<file path="src/rtl/mem_pkg.sv">
// Shared memory-side defaults and bit layout of a packed write-buffer entry {valid, adr, byteen, data}.
package mem_pkg;

  localparam int ADRW_DEF  = 27;
  localparam int DATAW_DEF = 32;

  function automatic int bew_of(input int dataw);
    return dataw / 8;
  endfunction

  function automatic int data_lsb();
    return 0;
  endfunction

  function automatic int be_lsb(input int dataw);
    return dataw;
  endfunction

  function automatic int adr_lsb(input int dataw);
    return dataw + bew_of(dataw);
  endfunction

  function automatic int valid_bit(input int adrw, input int dataw);
    return adr_lsb(dataw) + adrw;
  endfunction

  function automatic int entry_w(input int adrw, input int dataw);
    return valid_bit(adrw, dataw) + 1;
  endfunction

  localparam int ENTRY_W_DEF = entry_w(ADRW_DEF, DATAW_DEF);

endpackage

</file>
<file path="src/rtl/wbentry.sv">
// One write-buffer entry: full overwrite on allocate, byte-lane merge on coalesce, valid clear on retire.
module wbentry
  import mem_pkg::*;
#(
  parameter int ADRW  = ADRW_DEF,
  parameter int DATAW = DATAW_DEF,
  localparam int BEW  = DATAW / 8
) (
  input  logic             ph1,
  input  logic             reset,
  input  logic             alloc,
  input  logic             merge,
  input  logic             clear,
  input  logic [ADRW-1:0]  in_adr,
  input  logic [DATAW-1:0] in_data,
  input  logic [BEW-1:0]   in_be,
  output logic             valid,
  output logic [ADRW-1:0]  adr,
  output logic [DATAW-1:0] data,
  output logic [BEW-1:0]   byteen
);

  localparam int EW = entry_w(ADRW, DATAW);
  localparam int DL = data_lsb();
  localparam int BL = be_lsb(DATAW);
  localparam int AL = adr_lsb(DATAW);
  localparam int VB = valid_bit(ADRW, DATAW);

  logic [EW-1:0] ent;

  // The owner never asserts alloc together with merge or clear on the same entry.
  always_ff @(posedge ph1 or posedge reset) begin
    if (reset) begin
      ent <= '0;
    end else if (alloc) begin
      ent <= {1'b1, in_adr, in_be, in_data};
    end else begin
      if (merge) begin
        for (int i = 0; i < BEW; i++) begin
          if (in_be[i]) ent[DL+8*i +: 8] <= in_data[8*i +: 8];
        end
        ent[BL +: BEW] <= ent[BL +: BEW] | in_be;
      end
      if (clear) ent[VB] <= 1'b0;
    end
  end

  assign valid  = ent[VB];
  assign adr    = ent[AL +: ADRW];
  assign byteen = ent[BL +: BEW];
  assign data   = ent[DL +: DATAW];

endmodule

</file>
<file path="src/rtl/writebuf_merge.sv">
// Coalescing write-through buffer: FIFO of wbentry registers drained to memory over en/done,
// with byte-lane merging into queued non-head entries and a combinational read-hazard port.
module writebuf_merge
  import mem_pkg::*;
#(
  parameter int DEPTH = 4,
  parameter int ADRW  = ADRW_DEF,
  parameter int DATAW = DATAW_DEF,
  localparam int BEW  = DATAW / 8,
  localparam int PW   = $clog2(DEPTH),
  localparam int CW   = PW + 1
) (
  input  logic             ph1,
  input  logic             reset,
  input  logic             wen,
  input  logic [ADRW-1:0]  wadr,
  input  logic [DATAW-1:0] wdata,
  input  logic [BEW-1:0]   wbyteen,
  output logic             wack,
  input  logic             rchk,
  input  logic [ADRW-1:0]  radr,
  input  logic [BEW-1:0]   rbyteen,
  output logic             rhit,
  output logic             rfwd,
  output logic [DATAW-1:0] rdata,
  output logic [CW-1:0]    count,
  output logic             empty,
  output logic             memen,
  output logic [ADRW-1:0]  memadr,
  output logic [DATAW-1:0] memdata,
  output logic [BEW-1:0]   membyteen,
  input  logic             memdone
);

  logic [PW-1:0]    wrptr, rdptr;
  logic [CW-1:0]    cnt;
  logic             full, merge, alloc, retire;

  logic [DEPTH-1:0] e_vld, e_alloc, e_merge, e_clear, wmatch, rmatch;
  logic [ADRW-1:0]  e_adr  [DEPTH];
  logic [DATAW-1:0] e_data [DEPTH];
  logic [BEW-1:0]   e_be   [DEPTH];

  for (genvar g = 0; g < DEPTH; g++) begin : g_ent
    wbentry #(.ADRW(ADRW), .DATAW(DATAW)) u_ent (
      .ph1     (ph1),
      .reset   (reset),
      .alloc   (e_alloc[g]),
      .merge   (e_merge[g]),
      .clear   (e_clear[g]),
      .in_adr  (wadr),
      .in_data (wdata),
      .in_be   (wbyteen),
      .valid   (e_vld[g]),
      .adr     (e_adr[g]),
      .data    (e_data[g]),
      .byteen  (e_be[g])
    );

    // The head is already on the memory bus, so it is excluded as a merge target.
    assign wmatch[g]  = e_vld[g] && (e_adr[g] == wadr) && (PW'(g) != rdptr);
    assign rmatch[g]  = e_vld[g] && (e_adr[g] == radr);
    assign e_alloc[g] = alloc && (wrptr == PW'(g));
    assign e_merge[g] = merge && wmatch[g];
    assign e_clear[g] = retire && (rdptr == PW'(g));
  end

  assign full   = (cnt == CW'(DEPTH));
  assign merge  = wen && (|wmatch);
  assign alloc  = wen && !(|wmatch) && !full;
  assign wack   = merge || alloc;
  assign memen  = (cnt != '0);
  assign retire = memen && memdone;
  assign count  = cnt;
  assign empty  = (cnt == '0);

  always_ff @(posedge ph1 or posedge reset) begin
    if (reset) begin
      wrptr <= '0;
      rdptr <= '0;
      cnt   <= '0;
    end else begin
      if (alloc)  wrptr <= wrptr + 1'b1;
      if (retire) rdptr <= rdptr + 1'b1;
      case ({alloc, retire})
        2'b10:   cnt <= cnt + 1'b1;
        2'b01:   cnt <= cnt - 1'b1;
        default: cnt <= cnt;
      endcase
    end
  end

  always_comb begin
    memadr    = '0;
    memdata   = '0;
    membyteen = '0;
    if (memen) begin
      memadr    = e_adr[rdptr];
      memdata   = e_data[rdptr];
      membyteen = e_be[rdptr];
    end
  end

  // Walk oldest to youngest so the last match seen is the youngest pending store.
  logic             yhit;
  logic [DATAW-1:0] ydata;
  logic [BEW-1:0]   ybe;
  logic [PW-1:0]    idx;

  always_comb begin
    yhit  = 1'b0;
    ydata = '0;
    ybe   = '0;
    idx   = '0;
    for (int k = 0; k < DEPTH; k++) begin
      idx = rdptr + PW'(k);
      if (rmatch[idx]) begin
        yhit  = 1'b1;
        ydata = e_data[idx];
        ybe   = e_be[idx];
      end
    end
  end

  assign rhit  = rchk && yhit;
  assign rfwd  = rhit && ((rbyteen & ~ybe) == '0);
  assign rdata = rhit ? ydata : '0;

  a_single_merge_target: assert property (@(posedge ph1) disable iff (reset) $onehot0(wmatch));

endmodule

</file>
<file path="config.mk">
export PLATFORM = sky130hd
export DESIGN_NAME = writebuf_merge
export DESIGN_NICKNAME = d
export VERILOG_FILES = /design/src/rtl/mem_pkg.sv /design/src/rtl/wbentry.sv /design/src/rtl/writebuf_merge.sv
export SDC_FILE = /design/constraint.sdc
export NUM_CORES = 1
export LEC_CHECK = 0
export BUFFER_PORTS_ARGS = -buffer_cell sky130_fd_sc_hd__buf_2
export CORE_ASPECT_RATIO = 1.1
export CORE_MARGIN = 10
export CORE_UTILIZATION = 31
export CTS_BUF_LIST = sky130_fd_sc_hd__clkbuf_4 sky130_fd_sc_hd__clkbuf_8
export DETAILED_ROUTE_END_ITERATION = 6
export GPL_TIMING_DRIVEN = 0
export PLACE_DENSITY_LB_ADDON = 0.05
export SLEW_MARGIN = 0
export SYNTH_ARGS = -nofsm -noshare
export SYNTH_HDL_FRONTEND = slang
export SYNTH_SLANG_ARGS = --single-unit
</file>
<file path="constraint.sdc">
create_clock -name ph1 -period 6.91 [get_ports ph1]
set_clock_uncertainty 0.05 [all_clocks]
set_input_delay 0 -clock ph1 [delete_from_list [all_inputs] [get_ports ph1]]
set_output_delay 0 -clock ph1 [all_outputs]
set_load 0.02 [all_outputs]
</file>
==> results of run 1 <==
flip-flops by register name, summed over array words and instances, names as in the netlist:
name	cells
rdptr	2
wrptr	2
g_ent.u_ent.ent	256
count	3
placed cells by master (no fill, tap or decap), types with 3 or more instances in the layout:
master and count:
sky130_fd_sc_hd__buf_12 8, sky130_fd_sc_hd__nand4_1 61, sky130_fd_sc_hd__dlygate4sd3_1 66, sky130_fd_sc_hd__diode_2 4
sky130_fd_sc_hd__or4_1 6, sky130_fd_sc_hd__o22ai_1 3, sky130_fd_sc_hd__inv_1 20, sky130_fd_sc_hd__xor2_1 87
sky130_fd_sc_hd__a21oi_1 36, sky130_fd_sc_hd__nor2_1 42, sky130_fd_sc_hd__nor3b_1 4, sky130_fd_sc_hd__clkbuf_1 73
sky130_fd_sc_hd__mux4_2 173, sky130_fd_sc_hd__o21ai_0 38, sky130_fd_sc_hd__a22o_1 16, sky130_fd_sc_hd__a31oi_1 3
sky130_fd_sc_hd__dfrtp_1 263, sky130_fd_sc_hd__a31o_1 32, sky130_fd_sc_hd__clkinv_2 9, sky130_fd_sc_hd__nand2_1 86
sky130_fd_sc_hd__mux2_2 236, sky130_fd_sc_hd__xnor2_1 138, sky130_fd_sc_hd__clkbuf_4 16, sky130_fd_sc_hd__and2_1 70
sky130_fd_sc_hd__nor4_1 31, sky130_fd_sc_hd__ha_1 9, sky130_fd_sc_hd__buf_2 195, sky130_fd_sc_hd__buf_1 22
sky130_fd_sc_hd__clkbuf_8 67, sky130_fd_sc_hd__buf_6 3, sky130_fd_sc_hd__nand3_1 53, sky130_fd_sc_hd__and4_1 9
path summary, 6_finish.rpt:
path	startpoint	endpoint	slack, ns	cells after the start
max	rdptr[0]$_DFFE_PP0P_	rdata[30]	1.35	12
min reg2reg	count[2]$_DFFE_PP0P_	count[2]$_DFFE_PP0P_	0.49	1
max reg2reg	g_ent[3].u_ent.ent[46]$_DFFE_PP0P_	g_ent[2].u_ent.ent[35]$_DFFE_PP0P_	1.92	10
min in group asynchronous	reset	g_ent[3].u_ent.ent[41]$_DFFE_PP0P_	0.52	4
min	memdone	rdptr[0]$_DFFE_PP0P_	0.07	4
max in group asynchronous	reset	g_ent[2].u_ent.ent[22]$_DFFE_PP0P_	5.21	7
routing by layer:
layer | vias up | GRT usage
met2 | 566 | 0.390
li1 | 6544 | -
met3 | 134 | 0.0374
met4 | 0 | 0.0806
met1 | 7799 | 0.256
met5 | - | 0
worst min-delay path, cell delays in order:
cell and delay (ns):
sky130_fd_sc_hd__buf_2 0.10, sky130_fd_sc_hd__and2_1 0.12, sky130_fd_sc_hd__clkbuf_1 0.28, sky130_fd_sc_hd__xnor2_1 0.21
repair_timing:
action	4_1_cts	5_1_grt
hold buffers	66	0
setup buffers	0	0
hold endpoints to repair	392	0
layout make-up:
cell class              count  share of cell area
clock inverters            13             0.00535
flip-flops and latches    263               0.290
well taps                 816              0.0450
plain buffers             142              0.0269
diodes                      4            0.000441
repair buffers            225              0.0695
clock buffers              83              0.0460
multi-input cells        1162               0.513
inverters                  22             0.00381
per-stage QoR:
step	power (µW)	instance area (µm²)	setup WS [ns]	hold WS [ns]	util
after floorplan	8200	18900	3.39	0.0882	-
after global placement	10600	20700	1.34	0.226	0.344
after CTS	12600	22700	1.26	0.0407	0.377
after global routing	13100	22700	1.08	0.0577	0.377
after detailed placement	10700	20800	1.98	0.0680	0.347
final	12400	22700	1.35	0.0706	0.377
kinds of logic after synthesis:
kind of cell	Yosys count	share of synthesized area
buf+inv	164	0.0367
xor+xnor	225	0.104
mux	410	0.347
compound gates	141	0.0497
fa+ha+maj	10	0.00702
flops	263	0.348
simple gates	376	0.107
power by group:
part / total (µW) / internal, µW / leakage (µW) / switching (µW)
clock: 1790 / 1030 / 0.000623 / 758
sequential: 3420 / 2340 / 0.00313 / 1080
combinational: 7220 / 3550 / 0.00493 / 3660
==> impl_summary.log, run 1 <==
INFO  metric status = complete, no violations
INFO  metric route.detailed.drc = 0
INFO  metric layout-drive-gt1-share = 0.374
INFO  metric clkSlewWorstSetupHoldPaths = 0.06 ns
INFO  metric timing.critical_path.max_delay_family = buffers and inverters
INFO  metric yosys_most_used_dff = sky130_fd_sc_hd__dfrtp_1
INFO  metric area_growth_syn_to_layout = 20.0%
INFO  metric largest_net_degree_at_the_start_of_global_routing = 39
INFO  metric power.leakage = 0.00869 µW
INFO  metric fin_nets = 1,979
INFO  metric yosysTopAreaCellShare = 0.348
INFO  metric crit_path_most_repeated_cell = sky130_fd_sc_hd__buf_2
INFO  metric power-per-cell-area = 548 nW/µm²
INFO  metric hpwlAfterDp = 59.5 mm
INFO  metric yosysSeqAreaShare = 0.348
INFO  metric cts-resized-gates = 0
INFO  metric rows = 94
INFO  metric floorplan.die.width = 255 µm
INFO  metric grt_pass1_wl = 115 mm
INFO  metric cts.sinks = 263
INFO  metric max_freq = 180 MHz
INFO  metric top_count_cell_post_synth = sky130_fd_sc_hd__dfrtp_1
INFO  metric synthCells = 1,589
INFO  metric worst-endpoint-required = 6.86 ns
INFO  metric synth_async_sr_flop_share = 1.00
INFO  metric multi_input_area = 11,600 µm²
INFO  metric number_of_antenna_violations_at_the_first_check_in_global_routing = 4
INFO  metric timing.critical_path.buf_inv = 7
INFO  metric ys_types = 50
INFO  metric tightestPinTransition = 1.28 ns
INFO  metric synth-edff-count = 0
INFO  metric finalCritPeriodShare = 0.804
INFO  metric maxCapViolCount = 0
INFO  metric final_antenna_net_count = 0
INFO  metric synth_area = 18,900 µm²
INFO  metric fillerInstances = 5,997
INFO  metric clockBufferDepth = 3
INFO  metric slowest_stage = sky130_fd_sc_hd__clkbuf_1
INFO  metric gp_congestion = 0.942
INFO  metric netlist.top_cell.by_area = sky130_fd_sc_hd__dfrtp_1
INFO  metric final_max_slew_viol_count = 0
INFO  metric area_of_the_die = 71,300 µm²
INFO  metric vias_per_cell = 5.51
INFO  metric stdcell_count = 2,730
INFO  metric unrepaired_setup_endpoints_after_global_routing = no
INFO  metric cts_tree = built
INFO  metric synth_warnings = 0
INFO  metric start_util = 0.314
INFO  metric drt-met1-wl = 31.1 mm
INFO  metric post_drt_wl_per_cell = 28.9 µm
INFO  metric grt_util_all_layers = 0.217
INFO  metric placed_cells = 2,564
INFO  metric relative_slew_slack = 0.142
INFO  metric tritoncts.num_buffers = 54
INFO  metric wl_met3 = 4.20 mm
INFO  metric ios = 202
INFO  metric yosys-top-cells-area = sky130_fd_sc_hd__dfrtp_1 35%, sky130_fd_sc_hd__mux4_2 21%, sky130_fd_sc_hd__mux2_2 14%
INFO  metric sequential_cell_area = 6580 µm²
INFO  metric critical_path.max_stage_delay = 0.81 ns
INFO  metric synth_fp_nets = 1,698
INFO  metric critical_path.cell_chain = buf_2 -> clkinv_1 -> ha_1 -> buf_2 -> buf_1 -> clkbuf_1 -> buf_1 -> mux4_2 -> nand2_1 -> a31o_1 -> a21oi_1 -> buf_2
INFO  metric grt-ovfl-total = 0
INFO  metric drt_iter0_drc = 1,020
INFO  metric period_minus_slack = 5.56 ns
INFO  metric synthTopCellsByCount = 263 x sky130_fd_sc_hd__dfrtp_1, 236 x sky130_fd_sc_hd__mux2_2, 173 x sky130_fd_sc_hd__mux4_2, 138 x sky130_fd_sc_hd__xnor2_1, 87 x sky130_fd_sc_hd__xor2_1
INFO  metric critPathCaptureType = output pin
INFO  metric criticalPathCategory = reg -> out
INFO  metric setup-tns-final = 0 ns
INFO  metric timing_hold_violations_final = 0
INFO  metric num_vias = 15,000
INFO  metric number_of_search_and_repair_iterations_in_the_first_detailed_routing_pass = 5
INFO  metric synth.avg_cell_area = 11.9 µm²
INFO  metric highest_signal_layer_in_the_routed_design = met4
INFO  metric cts_htree_levels = 2
INFO  metric wl_met2 = 40.6 mm
INFO  metric postSynthRegisterBits = 263
INFO  metric critical_path_arrival = 5.51 ns
INFO  metric vdd_ir_drop_max = 0.239 mV
INFO  metric count_of_input_and_output_buffers = 151
INFO  metric cts_root_buffer = sky130_fd_sc_hd__clkbuf_8
INFO  metric vias_in_the_first_global_route = 15,900
INFO  metric critical_path.startpoint_type = register
INFO  metric route.final.wire_length = 78.9 mm
INFO  metric floorplan.core_area = 60,100 µm²
INFO  metric die_h = 279 µm
INFO  metric worst_skew_pair.late_latency = 0.65 ns
INFO  metric type_of_the_tightest_min_delay_check = in -> reg
INFO  metric cp_max_fo = 10
INFO  metric setup_viol = 0
Note: power is estimated with default switching activity, not from simulation.
==> run 2, diff against run 1 <==
--- a/config.mk
+++ b/config.mk
@@ -5,6 +5,7 @@
 export SDC_FILE = /design/constraint.sdc
 export NUM_CORES = 1
 export LEC_CHECK = 0
+export ABC_AREA = 1
 export BUFFER_PORTS_ARGS = -buffer_cell sky130_fd_sc_hd__buf_2
 export CORE_ASPECT_RATIO = 1.1
 export CORE_MARGIN = 10
==> constraint.sdc (replaced) <==
create_clock -name ph1 -period 4.55 [get_ports ph1]
set_clock_uncertainty 0.05 [all_clocks]
set_input_delay 0 -clock ph1 [delete_from_list [all_inputs] [get_ports ph1]]
set_output_delay 0 -clock ph1 [all_outputs]
set_load 0.02 [all_outputs]
==> run 2 against run 1 <==
Worst setup slack lost 1.3 ns. First-iteration DRC count is 140% higher. Sequential cell count is the same. Sequential power grew 42%. Critical path depth up 1. Cell count increased by 57%. Wire length up 56%. Utilization down 0.069 points. Largest power group unchanged. Register-to-register slack worse by 1.7 ns.
==> impl_summary.log, run 2 <==
INFO  metric status = complete, no violations
INFO  metric place_area = 21,700 µm² (+3.9%)
INFO  metric route.final.wire_length = 123 mm (+56%)
INFO  metric tritoncts.num_buffers = 49 (-9.3%)
INFO  metric cts_root_buffer = sky130_fd_sc_hd__clkbuf_8
INFO  metric setup_viol = 0 (unchanged)
INFO  metric area_of_the_die = 73,500 µm² (+3.1%)
INFO  metric power-per-cell-area = 854 nW/µm² (+56%)
INFO  metric cts_tree = built
INFO  metric cp_max_fo = 10 (unchanged)
INFO  metric synth_async_sr_flop_share = 1.00 (unchanged)
INFO  metric rows = 96 (+2.1%)
INFO  metric count_of_input_and_output_buffers = 188 (+25%)
INFO  metric yosysSeqAreaShare = 0.337 (-0.0112)
INFO  metric type_of_the_tightest_min_delay_check = in -> reg
INFO  metric critPathCaptureType = output pin
INFO  metric setup-tns-final = 0 ns (unchanged)
INFO  metric ys_types = 46 (-8.0%)
INFO  metric yosysTopAreaCellShare = 0.337 (-0.0112)
INFO  metric top_count_cell_post_synth = sky130_fd_sc_hd__nand2_1
INFO  metric worst_skew_pair.late_latency = 0.66 ns (about the same)
INFO  metric number_of_search_and_repair_iterations_in_the_first_detailed_routing_pass = 7 (+2)
INFO  metric max_flop_register = g_ent.u_ent.ent
INFO  metric layout-drive-gt1-share = 0.129 (-0.246)
INFO  metric floorplan.core_area = 62,500 µm² (+3.9%)
INFO  metric grt_pass1_wl = 172 mm (+50%)
INFO  metric mostFrequentLayoutCells = 1,168 x sky130_fd_sc_hd__nand2_1, 417 x sky130_fd_sc_hd__o21ai_0, 262 x sky130_fd_sc_hd__dfrtp_1, 237 x sky130_fd_sc_hd__inv_1, 233 x sky130_fd_sc_hd__buf_2
INFO  metric synth-edff-count = 0 (unchanged)
INFO  metric fillerInstances = 6,881 (+15%)
INFO  metric largest_net_degree_at_the_start_of_global_routing = 43 (+10%)
INFO  metric start_util = 0.313 (-0.00179)
INFO  metric worst-endpoint-required = 4.50 ns (-2.36 ns)
INFO  metric multi_input_area = 11,200 µm² (-3.5%)
INFO  metric postSynthRegisterBits = 263 (unchanged)
INFO  metric criticalPathCategory = reg -> out
INFO  metric synth.avg_cell_area = 6.32 µm² (-47%)
INFO  metric gp_congestion = 1.01 (+7.0%)
INFO  metric synthTopCellsByCount = 1,169 x sky130_fd_sc_hd__nand2_1, 417 x sky130_fd_sc_hd__o21ai_0, 263 x sky130_fd_sc_hd__dfrtp_1, 239 x sky130_fd_sc_hd__inv_1, 175 x sky130_fd_sc_hd__nor2_1
INFO  metric synth_area = 19,500 µm² (+3.3%)
INFO  metric clkSlewWorstSetupHoldPaths = 0.06 ns (about the same)
INFO  metric drt_iter0_drc = 2,455 (+140%)
INFO  metric placed_cells = 4,120 (+61%)
INFO  metric cts_htree_levels = 2 (unchanged)
INFO  metric unrepaired_setup_endpoints_after_global_routing = no
INFO  metric vias_in_the_first_global_route = 23,600 (+49%)
INFO  metric vias_per_cell = 5.48 (-0.57%)
INFO  metric ios = 202 (unchanged)
INFO  metric synth_warnings = 0 (unchanged)
INFO  metric final_antenna_net_count = 0 (unchanged)
INFO  metric max_freq = 224 MHz
INFO  metric finalCritPeriodShare = 0.982
INFO  metric post_drt_wl_per_cell = 28.8 µm (-0.38%)
INFO  metric route.detailed.drc = 0 (unchanged)
INFO  metric hpwlAfterDp = 97.1 mm (+63%)
INFO  metric cts.sinks = 263 (unchanged)
INFO  metric fin_hold_ws = 0.0942 ns (+0.0236 ns)
INFO  metric num_vias = 23,500 (+56%)
INFO  metric clockBufferDepth = 3 (unchanged)
INFO  metric mostFrequentLayoutCell = sky130_fd_sc_hd__nand2_1
INFO  metric fin_nets = 3,517 (+78%)
INFO  metric netlist.top_cell.by_area = sky130_fd_sc_hd__dfrtp_1
INFO  metric tightestPinTransition = 1.39 ns (+0.111 ns)
INFO  metric final_core_utilization = 0.377 (-0.000692)
INFO  metric final_area = 23,500 µm² (+3.7%)
INFO  metric grt_util_all_layers = 0.325 (+0.107)
INFO  metric yosys_most_used_dff = sky130_fd_sc_hd__dfrtp_1
INFO  metric largest_reg_flops = 256 (unchanged)
INFO  metric vdd_ir_drop_max = 0.443 mV (+86%)
INFO  metric critical_path.startpoint_type = register
INFO  metric stdcell_count = 4,281 (+57%)
INFO  metric power.leakage = 0.0118 µW (+36%)
INFO  metric number_of_antenna_violations_at_the_first_check_in_global_routing = 3 (-1)
INFO  metric timing_hold_violations_final = 0 (unchanged)
INFO  metric final_max_slew_viol_count = 0 (unchanged)
INFO  metric grt-ovfl-total = 0 (unchanged)
INFO  metric area_growth_syn_to_layout = 20.4%
INFO  metric critical_path_arrival = 4.42 ns (-1.09 ns)
INFO  metric maxCapViolCount = 0 (unchanged)
INFO  metric synth_fp_nets = 3,201 (+89%)
INFO  metric synthCells = 3,092 (+95%)
INFO  metric die_h = 283 µm (+1.5%)
INFO  metric relative_slew_slack = 0.0752 (-0.0663)
INFO  metric sequential_cell_area = 6580 µm² (about the same)
INFO  metric period_minus_slack = 4.47 ns
INFO  metric floorplan.die.width = 259 µm (+1.5%)
INFO  metric yosys-top-cells-area = sky130_fd_sc_hd__dfrtp_1 34%, sky130_fd_sc_hd__nand2_1 22%, sky130_fd_sc_hd__o21ai_0 11%
run 2: cell types whose count changed in the layout (fill, tap and decap cells not counted), moves of 42 or more:
cell                      change
sky130_fd_sc_hd__mux2_2     -236
sky130_fd_sc_hd__mux4_2     -173
sky130_fd_sc_hd__inv_1      +217
sky130_fd_sc_hd__xnor2_1    -106
sky130_fd_sc_hd__a21oi_1    +106
sky130_fd_sc_hd__and2_1      -67
sky130_fd_sc_hd__xor2_1      -64
sky130_fd_sc_hd__o21ai_1     +42
sky130_fd_sc_hd__nand2_1   +1082
sky130_fd_sc_hd__nor2_1     +132
sky130_fd_sc_hd__nand3_1    +111
sky130_fd_sc_hd__o21ai_0    +379
run 2: metal layers:
| metal | wire length [µm] | track usage | up-vias |
|---|---|---|---|
| li1 | - | - | 10700 |
| met1 | 45400 | 0.360 | 11200 |
| met2 | 60100 | 0.564 | 1194 |
| met3 | 7470 | 0.0405 | 366 |
| met4 | 10200 | 0.233 | 2 |
| met5 | 13 | 0 | - |
run 2: area by class of cell:
type | instances | area share
diodes | 3 | 0.000319
plain buffers | 159 | 0.0332
clock buffers | 70 | 0.0386
clock inverters | 18 | 0.00702
inverters | 273 | 0.0440
multi-input cells | 2395 | 0.477
flip-flops and latches | 263 | 0.280
well taps | 833 | 0.0443
repair buffers | 267 | 0.0759
run 2: worst max-delay path, stage by stage (launching register included):
cell	delay, ns
sky130_fd_sc_hd__dfrtp_1	0.51
sky130_fd_sc_hd__xnor2_2	0.53
sky130_fd_sc_hd__nand2_1	0.12
sky130_fd_sc_hd__nor2_1	0.19
sky130_fd_sc_hd__nand2_1	0.19
sky130_fd_sc_hd__nor2_1	0.45
sky130_fd_sc_hd__nand3_1	0.13
sky130_fd_sc_hd__nand2_1	0.14
sky130_fd_sc_hd__nor2_1	0.07
sky130_fd_sc_hd__a21oi_2	0.26
sky130_fd_sc_hd__inv_2	0.16
sky130_fd_sc_hd__clkbuf_1	0.39
sky130_fd_sc_hd__a21oi_1	0.37
sky130_fd_sc_hd__buf_2	0.23
run 2: stage by stage:
stage,setup slack [ns],total power (µW)
after global placement,-0.913,16900
after detailed placement,-0.980,17100
final,0.0840,20100
after floorplan,0.975,11800
after CTS,0.0408,19800
after global routing,0.0591,21300
run 2: worst paths after layout:
check	start	endpoint	slack (ns)	cells past startpoint
setup / recovery	g_ent[0].u_ent.ent[40]$_DFFE_PP0P_	rdata[20]	0.08	13
hold / removal	wdata[26]	g_ent[1].u_ent.ent[26]$_DFFE_PP0P_	0.09	4
setup reg to reg	rdptr[0]$_DFFE_PP0P_	g_ent[0].u_ent.ent[31]$_DFFE_PP0P_	0.25	16
hold reg to reg	g_ent[1].u_ent.ent[63]$_DFFE_PP0P_	g_ent[1].u_ent.ent[63]$_DFFE_PP0P_	0.44	2
max in group asynchronous	reset	g_ent[0].u_ent.ent[9]$_DFFE_PP0P_	2.75	8
min in group asynchronous	reset	g_ent[2].u_ent.ent[44]$_DFFE_PP0P_	0.37	4
run 2: report_power, final:
part / switching (µW) / internal, µW
logic: 9090 / 3570
clock network: 1160 / 1410
registers: 1450 / 3410
total: 11700 / 8390
run 2: cell families after synthesis:
logic type,share of synthesized area
and+or+nand+nor,0.326
buffers and inverters,0.0918
muxes,0.0159
xor gates and xnor gates,0.0256
adders and majority gates,0.00679
AOI/OAI and AO/OA,0.197
DFF,0.337
run 2: what timing repair did:
action                                  CTS  global route
endpoints found under the setup margin  296            59
resized for setup                        26             3
buffers inserted                          2             5
hold buffers                             65             0
hold endpoints to repair                388             0
pin swaps                                 1             2
